==> src/rtl/sens_pkg.sv <==
// Shared types and defaults for the AND-change logger slice.
package sens_pkg;

    localparam int unsigned DEF_WIDTH = 8;
    localparam int unsigned DEF_DEPTH = 4;

    typedef enum logic {PRIME, RUN} state_t;

    typedef struct packed {
        logic [DEF_WIDTH-1:0] prev;
        logic [DEF_WIDTH-1:0] curr;
    } evt_t;

endpackage

==> src/rtl/and_change_logger_fifo.sv <==
// Show-ahead FIFO with occupancy count; storage resets to zero so the head never reads X.
module evt_fifo #(
    parameter int unsigned WIDTH = 16,
    parameter int unsigned DEPTH = 4
) (
    input  logic                       clk,
    input  logic                       rst,
    input  logic                       push,
    input  logic [WIDTH-1:0]           din,
    input  logic                       pop,
    output logic [WIDTH-1:0]           dout,
    output logic                       full,
    output logic                       empty,
    output logic [$clog2(DEPTH):0]     level
);
    localparam int unsigned AW = $clog2(DEPTH);
    localparam int unsigned LW = AW + 1;

    logic [WIDTH-1:0] mem [DEPTH];
    logic [AW-1:0]    wptr;
    logic [AW-1:0]    rptr;
    logic             do_push;
    logic             do_pop;

    assign empty   = (level == '0);
    assign full    = (level == LW'(DEPTH));
    assign do_pop  = pop && !empty;
    // When full, a simultaneous pop frees the slot the write pointer already aims at.
    assign do_push = push && (!full || do_pop);
    assign dout    = mem[rptr];

    always_ff @(posedge clk or posedge rst) begin
        if (rst) begin
            for (int unsigned i = 0; i < DEPTH; i++) begin
                mem[i] <= '0;
            end
            wptr  <= '0;
            rptr  <= '0;
            level <= '0;
        end else begin
            if (do_push) begin
                mem[wptr] <= din;
                wptr      <= wptr + 1'b1;
            end
            if (do_pop) begin
                rptr <= rptr + 1'b1;
            end
            if (do_push && !do_pop) begin
                level <= level + 1'b1;
            end else if (do_pop && !do_push) begin
                level <= level - 1'b1;
            end
        end
    end

endmodule

==> src/rtl/and_change_logger.sv <==
// Samples a & b every clock and queues (previous, current) pairs on each sampled change.
module and_change_logger
    import sens_pkg::*;
#(
    parameter int unsigned WIDTH = DEF_WIDTH,
    parameter int unsigned DEPTH = DEF_DEPTH
) (
    input  logic                   clk,
    input  logic                   rst,
    input  logic [WIDTH-1:0]       a,
    input  logic [WIDTH-1:0]       b,
    output logic [WIDTH-1:0]       result,
    output logic                   evt_valid,
    input  logic                   evt_ready,
    output logic [WIDTH-1:0]       evt_prev,
    output logic [WIDTH-1:0]       evt_curr,
    output logic [$clog2(DEPTH):0] level,
    output logic [7:0]             drop_count
);
    state_t           state;
    state_t           state_nxt;
    logic [WIDTH-1:0] last;
    logic             push_req;
    logic             pop;
    logic             full;
    logic             empty;
    logic [2*WIDTH-1:0] head;

    always_comb begin
        result = a & b;
    end

    always_ff @(posedge clk or posedge rst) begin
        if (rst) begin
            state <= PRIME;
            last  <= '0;
        end else begin
            state <= state_nxt;
            last  <= result;
        end
    end

    always_comb begin
        state_nxt = state;
        push_req  = 1'b0;
        case (state)
            PRIME: state_nxt = RUN;
            RUN:   push_req  = (result != last);
            default: state_nxt = PRIME;
        endcase
    end

    assign evt_valid = !empty;
    assign pop       = evt_valid && evt_ready;

    evt_fifo #(
        .WIDTH (2*WIDTH),
        .DEPTH (DEPTH)
    ) u_fifo (
        .clk   (clk),
        .rst   (rst),
        .push  (push_req),
        .din   ({last, result}),
        .pop   (pop),
        .dout  (head),
        .full  (full),
        .empty (empty),
        .level (level)
    );

    assign evt_prev = head[2*WIDTH-1:WIDTH];
    assign evt_curr = head[WIDTH-1:0];

    always_ff @(posedge clk or posedge rst) begin
        if (rst) begin
            drop_count <= '0;
        end else if (push_req && full && !pop && drop_count != 8'hFF) begin
            drop_count <= drop_count + 8'd1;
        end
    end

endmodule

==> config.mk <==
export PLATFORM = sky130hd
export DESIGN_NAME = and_change_logger
export DESIGN_NICKNAME = d
export VERILOG_FILES = /design/src/rtl/sens_pkg.sv /design/src/rtl/and_change_logger_fifo.sv /design/src/rtl/and_change_logger.sv
export SDC_FILE = /design/constraint.sdc
export NUM_CORES = 1
export LEC_CHECK = 0
export BUFFER_PORTS_ARGS = -buffer_cell sky130_fd_sc_hd__buf_2
export CAP_MARGIN = 5
export CORE_UTILIZATION = 50
export CTS_CLUSTER_DIAMETER = 30
export DETAILED_ROUTE_END_ITERATION = 12
export PLACE_DENSITY = 0.7
export SLEW_MARGIN = 20
export SYNTH_ARGS = -nofsm -noshare
export SYNTH_HDL_FRONTEND = slang
export SYNTH_HIERARCHICAL = 1
export SYNTH_SLANG_ARGS = --single-unit
==> constraint.sdc <==
create_clock -name clk -period 6.8 [get_ports clk]
set_input_delay 0.34 -clock clk [delete_from_list [all_inputs] [get_ports clk]]
set_output_delay 0.34 -clock clk [all_outputs]
set_load 0.01 [all_outputs]
==> summary.txt, run 1 <==
STA
  – RSZ-0062 raised after global routing: false
  – Fin crit period: 2.88 ns
  – Fmax: 347 MHz
  – Final setup vio count: 0
  – Setup WS post-layout: 3.92 ns
  – Rel. slew slack: 0.329
  – Hold Slack: 0.123 ns
  – Fin Clk Skew: 0.00965 ns
  – Final hold vios: 0
  – Slew @ Worst Pin: 1.01 ns
  – Period utilization: 0.424
  – Setup TNS: 0 ns
  – Final Slew Violations: 0

Floorplanning
  – Die Y: 92.0 um
  – Core area: 7770 um2
  – FP Rows: 32
  – Die footprint: 8460 um2
  – Initial Util: 0.521
  – Die Wd: 92.0 um
  – Num ports: 55

Synthesis
  – Register bit total from synthesis: 88
  – Post-Syn Area: 4050 um2
  – Mean Syn Cell Area: 14.8 um2
  – Distinct cell type count of the synthesized netlist: 35
  – Syn Inst Count: 273
  – Mapped Nets: 299
  – Seq/Total Area, Yosys: 0.544
  – Yosys warns: 6

CTS
  – CTS buffer count: 9
  – Clock-pin slew on the worst setup and hold paths: 0.09 ns
  – Post-CTS Resized: 0
  – Post-CTS Setup Inserts: 0
  – Worst skew pair latency: 0.36 ns
  – CTS H-Tree Depth: 3
  – CTS Hold Buffers Added: 0
  – CTS tree: built
  – Sink Count: 88
  – Clock root buffer: clkbuf_8
  – Max Buffers Root-to-Sink: 2

GRT
  – Initial antenna violation count: 0
  – Number of global-route vias before repair: 2,461
  – Largest net degree at the start of global routing: 72
  – Global route total overflow: 0
  – First-pass GRT wire length: 13.0 mm
  – GRT Total Usage: 0.205

Drt
  – Routed wire length: 7.75 mm
  – Vias per cell: 5.53
  – Vias: 2,420
  – DRC: 0
  – Avg WL per Cell: 17.7 um
  – Pre-antenna DRT Iters: 6
  – DR iter-0 viols: 47
  – Routed Antenna Nets: 0

Setup path
  – R2R setup slack: 3.92 ns
  – Cell Chain, Critical Path: and3_1 > o22ai_1 > or4_4 > and2_1 > and2b_2 > ha_1 > inv_1 > fa_1 > mux2_2
  – Slowest CP cell: or4_4
  – CP top delay family: simple AND/OR/NAND/NOR gates
  – CP Class: reg -> reg
  – Delay of the slowest critical-path stage: 0.60 ns
  – Crit path buf inv count: 1
  – Reg-to-Reg End: u_fifo/level[1]
  – Reg2Reg Depth: 9
  – Critical Path AT: 3.12 ns
  – Reg2Reg Launch Point: last[6]
  – CP startpoint kind: flop
  – Critical Path RT: 7.04 ns
  – Crit. End Element: flop
  – CP Max Fanout: 8

Power
  – Leakage: 2.18 nW
  – Sw Share: 0.318
  – Combinational fraction of design power: 0.364
  – Internal power: 1.35 mW
  – Flop pwr share: 0.435
  – Sw Pwr: 0.628 mW
  – Pwr per Cell Area: 429 nW/um2
  – Clock share of power: 0.202
  – Maximum vdd drop: 0.000339 V

Layout
  – Antenna diodes: 0
  – Fillers: 654
  – Area grow syn2layout: 13.8%
  – Finished Cell Area: 4610 um2
  – Share of layout cells above drive strength 1: 0.488
  – FF+latch area: 2200 um2
  – Fin nets: 357
  – Multi-input gate area: 1750 um2

Status
  – Outcome: completed

Place
  – Placer Congestion: 0.722
  – Setup slack at placement: 3.89 ns
  – Hpwl dp: 5.13 mm
  – IO buf count: 54
  – Dpl cell area: 4380 um2

Job
  – Maxcap violations: 0

Worst hold path
  – Min-Delay Path Class: in -> async
area by class of cell:
type | instances | share of cell area
clock buffer | 11 | 0.0307
timing repair buffer | 56 | 0.0619
sequential | 88 | 0.478
clock inverter | 5 | 0.0174
tap | 102 | 0.0277
inverter | 6 | 0.00489
multi-input combinational | 170 | 0.379
worst register-to-register path: stages, from the launching register on:
cell and delay [ns]:
dfrtp_1 0.44, and3_1 0.18, o22ai_1 0.10, or4_4 0.60, and2_1 0.24, and2b_2 0.24, ha_1 0.22, inv_1 0.07
fa_1 0.41, mux2_2 0.26
layout by cell type (no fill, tap or decap), types with 3 or more instances in the layout:
master and n:
dfrtp_1 88, nor2_2 5, o22ai_1 4, clkbuf_8 10, nand3_1 5, mux4_2 16
inv_1 5, ha_1 6, xnor2_1 9, nand2_1 8, and3_1 10, and2_1 10
mux2_1 3, mux2_2 66, a21oi_1 9, buf_2 54
logic make-up after synthesis:
group / Yosys count / synth area share
AOI/OAI and AO/OA: 13 / 0.0173
xor gates and xnor gates: 11 / 0.0238
adders and majority gates: 7 / 0.0235
buffers and inverters: 15 / 0.0244
DFF: 88 / 0.544
muxes: 85 / 0.281
other: 1 / 0.000926
and+or+nand+nor: 53 / 0.0850
sequential cells by signal (all words and copies together) (netlist names):
register,cells
u_fifo/rptr,2
last,8
drop_count,8
u_fifo/level,3
state,1
u_fifo/wptr,2
u_fifo/mem,64
through the flow:
step	utilization	power [mW]	cells
floorplan	-	1.38	273
global placement	0.564	1.57	422
detailed placement	0.564	1.60	422
CTS	0.593	2.00	438
global route	0.593	2.10	438
finish	0.593	1.98	438
synth_stat cells (all sizes together):
library cell / number / area share
nand3: 6 / 0.0087
xnor2: 9 / 0.019
conb: 1 / 0.00093
nor3: 1 / 0.0012
nand2b: 1 / 0.0015
fa: 1 / 0.0049
buf: 7 / 0.015
o22ai: 4 / 0.0062
nand3b: 1 / 0.0019
and2b: 1 / 0.0022
and4: 2 / 0.0043
inv: 6 / 0.0056
nor2: 6 / 0.0087
nand4: 3 / 0.0062
and3: 10 / 0.015
clkbuf: 2 / 0.0043
mux4: 16 / 0.089
or4: 1 / 0.0028
dfrtp: 88 / 0.54
xor2: 2 / 0.0043
nor2b: 1 / 0.0015
ha: 6 / 0.019
mux2: 69 / 0.19
nor4b: 1 / 0.0059
and2: 10 / 0.015
a21oi: 9 / 0.011
nand2: 8 / 0.0074
nor3b: 1 / 0.0019
worst max path at each step:
stage | start | endpoint | slack [ns] | depth (start not counted)
finish | last[6] | u_fifo/level[1] | 3.92 | 9
global route | u_fifo/level[0] | u_fifo/level[1] | 3.76 | 8
CTS | last[6] | u_fifo/level[1] | 3.90 | 9
detailed placement | a[5] | u_fifo/level[1] | 3.89 | 10
global placement | a[4] | u_fifo/level[1] | 3.96 | 10
floorplan | last[5] | u_fifo/level[1] | 4.09 | 10
layer usage:
layer | global-route usage | wire (um) | vias to the layer above
met4 | 0.0768 | 110 | 0
li1 | - | - | 1111
met3 | 0.0348 | 242 | 8
met1 | 0.297 | 3610 | 1252
met5 | 0 | 0 | -
met2 | 0.312 | 3790 | 49
power groups by stage:
stage	clock network (mW)	logic, mW	registers [mW]
floorplan	0	0.575	0.809
global placement	0	0.713	0.859
detailed placement	0	0.731	0.871
CTS	0.405	0.732	0.861
global route	0.427	0.780	0.890
finish	0.398	0.718	0.858
No activity file was read; power rests on OpenSTA's default activity.
==> inputs of run 2 (changes only) <==
- clock period: 6.8 -> 2.8 ns (I/O delays scaled with it)
==> run 2 against run 1 <==
Compared with the run above: total power up 150%; global-route usage up 0.30 points; clock skew is 0.0016 ns higher; combinational power grew to 2.6 times the previous value; critical path type unchanged; flip-flop and latch count did not move; routed wire length is 1.6% higher; utilization up 1.6 points; first-iteration DRC count is 94% higher; non-clock buffer count grew 10; hold slack improved by 0.030 ns.
==> summary.txt, run 2 (synthesized netlist as in run 1, its figures left out) <==
Status
  – Outcome: completed

STA
  – Slew @ Worst Pin: 1.06 ns (+0.0542 ns)
  – Setup TNS: 0 ns (unchanged)
  – Fin Clk Skew: 0.0113 ns (+0.00161 ns)
  – RSZ-0062 raised after global routing: false
  – Hold Slack: 0.153 ns (+0.0300 ns)
  – Final hold vios: 0 (unchanged)
  – Setup WS post-layout: 0.111 ns (-3.81 ns)
  – Period utilization: 0.960 (+0.537)
  – Final setup vio count: 0 (unchanged)
  – Fmax: 372 MHz (+7.1%)
  – Fin crit period: 2.69 ns (-0.191 ns)
  – Rel. slew slack: 0.293 (-0.0362)
  – Final Slew Violations: 0 (unchanged)

Power
  – Maximum vdd drop: 0.000495 V (+46%)
  – Pwr per Cell Area: 1040 nW/um2 (+140%)
  – Pwr Total: 4.93 mW (+150%)
  – Leakage: 2.25 nW (+3.1%)

Layout
  – Antenna diodes: 0 (unchanged)
  – Largest Register: u_fifo/mem
  – Fin nets: 367 (+2.8%)
  – Share of layout cells above drive strength 1: 0.509 (+0.0206)
  – Biggest regs: u_fifo/mem x64, drop_count x8, last x8
  – Max FFs per register: 64 (unchanged)
  – Commonest cells after routing, fill and taps aside: dfrtp_1, mux2_2, buf_2
  – Fillers: 627 (-4.1%)
  – Finished Cell Area: 4730 um2 (+2.7%)
  – Commonest non-fill, non-tap cell in the layout: dfrtp_1
  – Area grow syn2layout: 16.8%

Drt
  – Vias per cell: 5.49 (-0.58%)
  – Pre-antenna DRT Iters: 4 (-2)
  – Routed Antenna Nets: 0 (unchanged)
  – Avg WL per Cell: 17.6 um (-0.66%)
  – DRC: 0 (unchanged)
  – Routed wire length: 7.88 mm (+1.6%)
  – DR iter-0 viols: 91 (+94%)
  – Vias: 2,461 (+1.7%)

Floorplanning
  – Die Wd: 92.0 um (unchanged)
  – Die Y: 92.0 um (unchanged)
  – FP Rows: 32 (unchanged)
  – Die footprint: 8460 um2 (unchanged)
  – Num ports: 55 (unchanged)
  – Initial Util: 0.521 (unchanged)
  – Core area: 7770 um2 (unchanged)

Place
  – IO buf count: 54 (unchanged)
  – Dpl cell area: 4460 um2 (+1.8%)
  – Setup slack at placement: 0.0341 ns (-3.86 ns)
  – Placer Congestion: 0.740 (+2.6%)
  – Hpwl dp: 5.33 mm (+3.9%)

GRT
  – Initial antenna violation count: 0 (unchanged)
  – GRT Total Usage: 0.208 (+0.00301)
  – Global route total overflow: 0 (unchanged)
  – Number of global-route vias before repair: 2,496 (+1.4%)
  – First-pass GRT wire length: 13.1 mm (+0.90%)
  – Largest net degree at the start of global routing: 37 (-49%)

Worst hold path
  – Hold path cells: 2
  – Min-Delay Path Class: in -> reg

CTS
  – Clock-pin slew on the worst setup and hold paths: 0.08 ns (about the same)
  – CTS H-Tree Depth: 3 (unchanged)
  – CTS tree: built
  – Worst skew pair latency: 0.35 ns (about the same)
  – Max Buffers Root-to-Sink: 2 (unchanged)
  – Clock root buffer: clkbuf_8
  – CTS buffer count: 9 (unchanged)
  – Sink Count: 88 (unchanged)

Job
  – Maxcap violations: 0 (unchanged)

Setup path
  – Critical Path RT: 3.03 ns (-4.01 ns)
  – Critical Path AT: 2.92 ns (-0.20 ns)
  – Crit. End Element: flop
  – Slowest CP cell: or4_4
  – Delay of the slowest critical-path stage: 0.55 ns (-0.05 ns)
  – CP Class: reg -> reg
  – CP Max Fanout: 6 (-2)
  – CP startpoint kind: flop
  – Reg2Reg Depth: 9 (unchanged)
  – Cell Chain, Critical Path: a21oi_1 > o22ai_1 > or4_4 > and2_4 > and2b_2 > ha_2 > inv_1 > fa_1 > mux2_2
[run 2: path summary, 6_finish.rpt]
path                                      from  slack, ns         endpoint
worst max-delay path                   last[7]       0.11  u_fifo/level[1]
worst min-delay path                      b[3]       0.15          last[3]
worst max register to register         last[7]       0.11  u_fifo/level[1]
worst min register to register  u_fifo/mem[13]       0.51   u_fifo/mem[13]
max in group asynchronous                  rst       1.63   u_fifo/mem[47]
min in group asynchronous                  rst       0.49          last[4]
[run 2: cell type report]
| class | count | area (um2) | share of cell area |
|---|---|---|---|
| multi-input cells | 170 | 1750 | 0.370 |
| well taps | 102 | 128 | 0.0270 |
| flip-flops and latches | 88 | 2200 | 0.466 |
| clock buffers | 10 | 128 | 0.0270 |
| repair buffers | 66 | 388 | 0.0820 |
| clock inverters | 6 | 108 | 0.0228 |
| inverters | 6 | 22.5 | 0.00476 |
[run 2: report_power, final]
part	switching, mW	leakage, nW	internal [mW]	total (mW)
Combinational	0.773	1.00	1.08	1.85
Clock	0.428	0.116	0.590	1.02
Sequential	0.332	1.13	1.73	2.06
Total	1.53	2.25	3.40	4.93
[run 2: metrics by stage]
step | utilization | cells
after global routing | 0.609 | 448
after CTS | 0.606 | 446
after detailed placement | 0.574 | 429
after global placement | 0.574 | 429
final | 0.609 | 448
after floorplan | - | 273
[run 2: what timing repair did]
action / CTS / global route
buffers inserted: 0 / 2
resized for setup: 0 / 4
hold buffers: 1 / 0
endpoints found under the setup margin: 0 / 36
hold endpoints to repair: 51 / 0
[run 2: layer usage]
metal,part of all wire,track usage
met2,0.48,0.309
met4,0.013,0.0755
met5,0,0
met3,0.033,0.0489
met1,0.47,0.300
[run 2: critical path, delay by kind of cell, from the launching register on]
family | cells | cell delay [ns]
AND/OR/NAND/NOR | 3 | 0.96
adder cells (fa/ha/maj) | 2 | 0.61
flip-flops | 1 | 0.43
multiplexers | 1 | 0.27
AO/OA/AOI/OAI | 2 | 0.26
buffers and inverters | 1 | 0.06
==> inputs of run 3 (changes only) <==
- BUFFER_PORTS_ARGS: -buffer_cell sky130_fd_sc_hd__buf_2 -> unset
- DONT_BUFFER_PORTS: unset -> 1
- PLACE_DENSITY: 0.7 -> 0.64
==> run 3 against run 2 <==
Compared with the run above: cell count shrank 10%; clock power is 24% lower; flip-flop and latch count unchanged; non-clock buffer count is 47 lower; via count down 8.9%; total power decreased by 8.0%; clock skew is 0.0010 ns higher; count of clock-buffer cells in the layout unchanged; die area stayed put; critical path type unchanged; largest cell class unchanged.
==> summary.txt, run 3 (synthesized netlist as in run 1, its figures left out) <==
CTS
  – CTS H-Tree Depth: 3 (unchanged)
  – Max Buffers Root-to-Sink: 2 (unchanged)
  – Worst skew pair latency: 0.35 ns (about the same)
  – Sink Count: 88 (unchanged)
  – CTS tree: built
  – CTS buffer count: 9 (unchanged)
  – Clock root buffer: clkbuf_8
  – Clock-pin slew on the worst setup and hold paths: 0.09 ns (about the same)

GRT
  – Largest net degree at the start of global routing: 26 (-30%)
  – Global route total overflow: 0 (unchanged)
  – First-pass GRT wire length: 13.1 mm (-0.21%)
  – Number of global-route vias before repair: 2,422 (-3.0%)
  – Initial antenna violation count: 0 (unchanged)
  – GRT Total Usage: 0.211 (+0.00278)

Worst hold path
  – Hold path start: b[6]
  – Min-Delay Path Class: in -> reg
  – Hold path cells: 1 (-1)
  – Hold worst-path end: last[6]

Drt
  – Pre-antenna DRT Iters: 4 (unchanged)
  – Vias per cell: 5.59 (+1.8%)
  – Avg WL per Cell: 20.0 um (+14%)
  – DRC: 0 (unchanged)
  – Routed wire length: 8.01 mm (+1.8%)
  – Vias: 2,242 (-8.9%)
  – DR iter-0 viols: 89 (-2.2%)
  – Routed Antenna Nets: 0 (unchanged)

STA
  – Final Slew Violations: 0 (unchanged)
  – Fmax: 372 MHz (about the same)
  – Fin crit period: 2.69 ns (+0.00122 ns)
  – Period utilization: 0.961 (about the same)
  – Final hold vios: 0 (unchanged)
  – Slew @ Worst Pin: 0.757 ns (-0.303 ns)
  – RSZ-0062 raised after global routing: false
  – Fin Clk Skew: 0.0123 ns (+0.000997 ns)
  – Rel. slew slack: 0.495 (+0.203)
  – Final setup vio count: 0 (unchanged)

Power
  – Maximum vdd drop: 0.000602 V (+22%)
  – Pwr Total: 4.54 mW (-8.0%)
  – Pwr per Cell Area: 1020 nW/um2 (-2.0%)
  – Leakage: 2.00 nW (-11%)

Setup path
  – CP startpoint kind: flop
  – CP Launch Point: last[2]
  – Reg2Reg Depth: 9 (unchanged)
  – Reg-to-Reg End: u_fifo/level[1]
  – Crit. End Element: flop
  – CP Class: reg -> reg
  – Reg2Reg Launch Point: last[2]
  – CP Max Fanout: 6 (unchanged)
  – R2R setup slack: 0.11 ns (about the same)
  – Critical Path RT: 3.04 ns (about the same)
  – Critical Path AT: 2.93 ns (about the same)

Place
  – Placer Congestion: 0.769 (+3.9%)
  – IO buf count: 0 (-100%)
  – Dpl cell area: 4230 um2 (-5.2%)
  – Dpl cells: 382 (-11%)
  – Hpwl dp: 5.32 mm (-0.17%)

Layout
  – Fillers: 636 (+1.4%)
  – Antenna diodes: 0 (unchanged)
  – Max FFs per register: 64 (unchanged)
  – Commonest non-fill, non-tap cell in the layout: dfrtp_1
  – Biggest regs: u_fifo/mem x64, drop_count x8, last x8
  – Commonest cells after routing, fill and taps aside: dfrtp_1, mux2_2, buf_4
  – Largest Register: u_fifo/mem
  – Share of layout cells above drive strength 1: 0.435 (-0.0739)
  – Finished Cell Area: 4440 um2 (-6.1%)
  – Final non-filler cell total: 401 (-10%)
  – Area grow syn2layout: 9.71%
  – Fin nets: 320 (-13%)

Floorplanning
  – Num ports: 55 (unchanged)
  – FP Rows: 32 (unchanged)
  – Die footprint: 8460 um2 (unchanged)
  – Die Wd: 92.0 um (unchanged)
  – Initial Util: 0.521 (unchanged)
  – Die Y: 92.0 um (unchanged)
  – Core area: 7770 um2 (unchanged)

Status
  – Outcome: completed

Job
  – Maxcap violations: 0 (unchanged)
run 3: changes by cell type in the layout (fill, tap and decap cells not counted), moves of 2 or more:
cell       before  now
buf_2          54    0
buf_4           9   17
inv_6           0    2
bufinv_16       3    0
run 3: routing by layer:
layer / track usage / vias to the layer above / wire, um / share of wire
met4: 0.0820 / 0 / 121 / 0.015
met1: 0.313 / 1155 / 3950 / 0.49
met3: 0.0522 / 10 / 385 / 0.048
met2: 0.298 / 47 / 3560 / 0.44
li1: - / 1030 / - / -
met5: 0 / - / 0 / 0
run 3: repair_timing:
item                       CTS  global route
setup buffers                1             1
resized for setup            0             5
setup endpoints to repair    1             2
pin swaps                    0             2
hold buffers                 1             0
hold endpoints to repair    38             0
run 3: final cells by class:
type                            count  area, um2  area share
Sequential cell                    88       2200       0.496
Multi-Input combinational cell    170       1760       0.396
Timing Repair Buffer               19        158      0.0355
Clock buffer                       10        128      0.0287
Tap cell                          102        128      0.0287
Clock inverter                      6       42.5     0.00958
Inverter                            6       22.5     0.00507
run 3: critical path: stages, from the launching register on:
cell and delay, ns:
dfrtp_1 0.43, and3_1 0.19, o22ai_1 0.08, or4_4 0.55, and2_4 0.17, and2b_2 0.22, ha_2 0.20, inv_1 0.07
fa_1 0.41, mux2_2 0.27
run 3: power by group:
part,internal [mW],leakage (nW),switching [mW]
clock,0.326,0.0831,0.452
combinational,0.957,0.791,0.754
sequential,1.73,1.13,0.323
total,3.01,2.00,1.53
run 3: worst max path at each step:
stage / endpoint / cells after the start
floorplan: u_fifo/level[1] / 10
global placement: u_fifo/level[1] / 9
detailed placement: u_fifo/level[1] / 9
CTS: u_fifo/level[1] / 9
global route: u_fifo/level[1] / 9
finish: u_fifo/level[1] / 9
run 3: stage by stage:
step / hold slack (ns) / TNS [ns] / worst slack, ns / util
after floorplan: 0.0661 / 0 / 0.0864 / -
after global placement: 0.0784 / 0 / 0.0721 / 0.545
after detailed placement: 0.0901 / -0.00614 / -0.00614 / 0.545
after CTS: 0.0425 / 0 / 0.00763 / 0.569
after global routing: 0.0377 / 0 / 0.00957 / 0.572
final: 0.0573 / 0 / 0.109 / 0.572
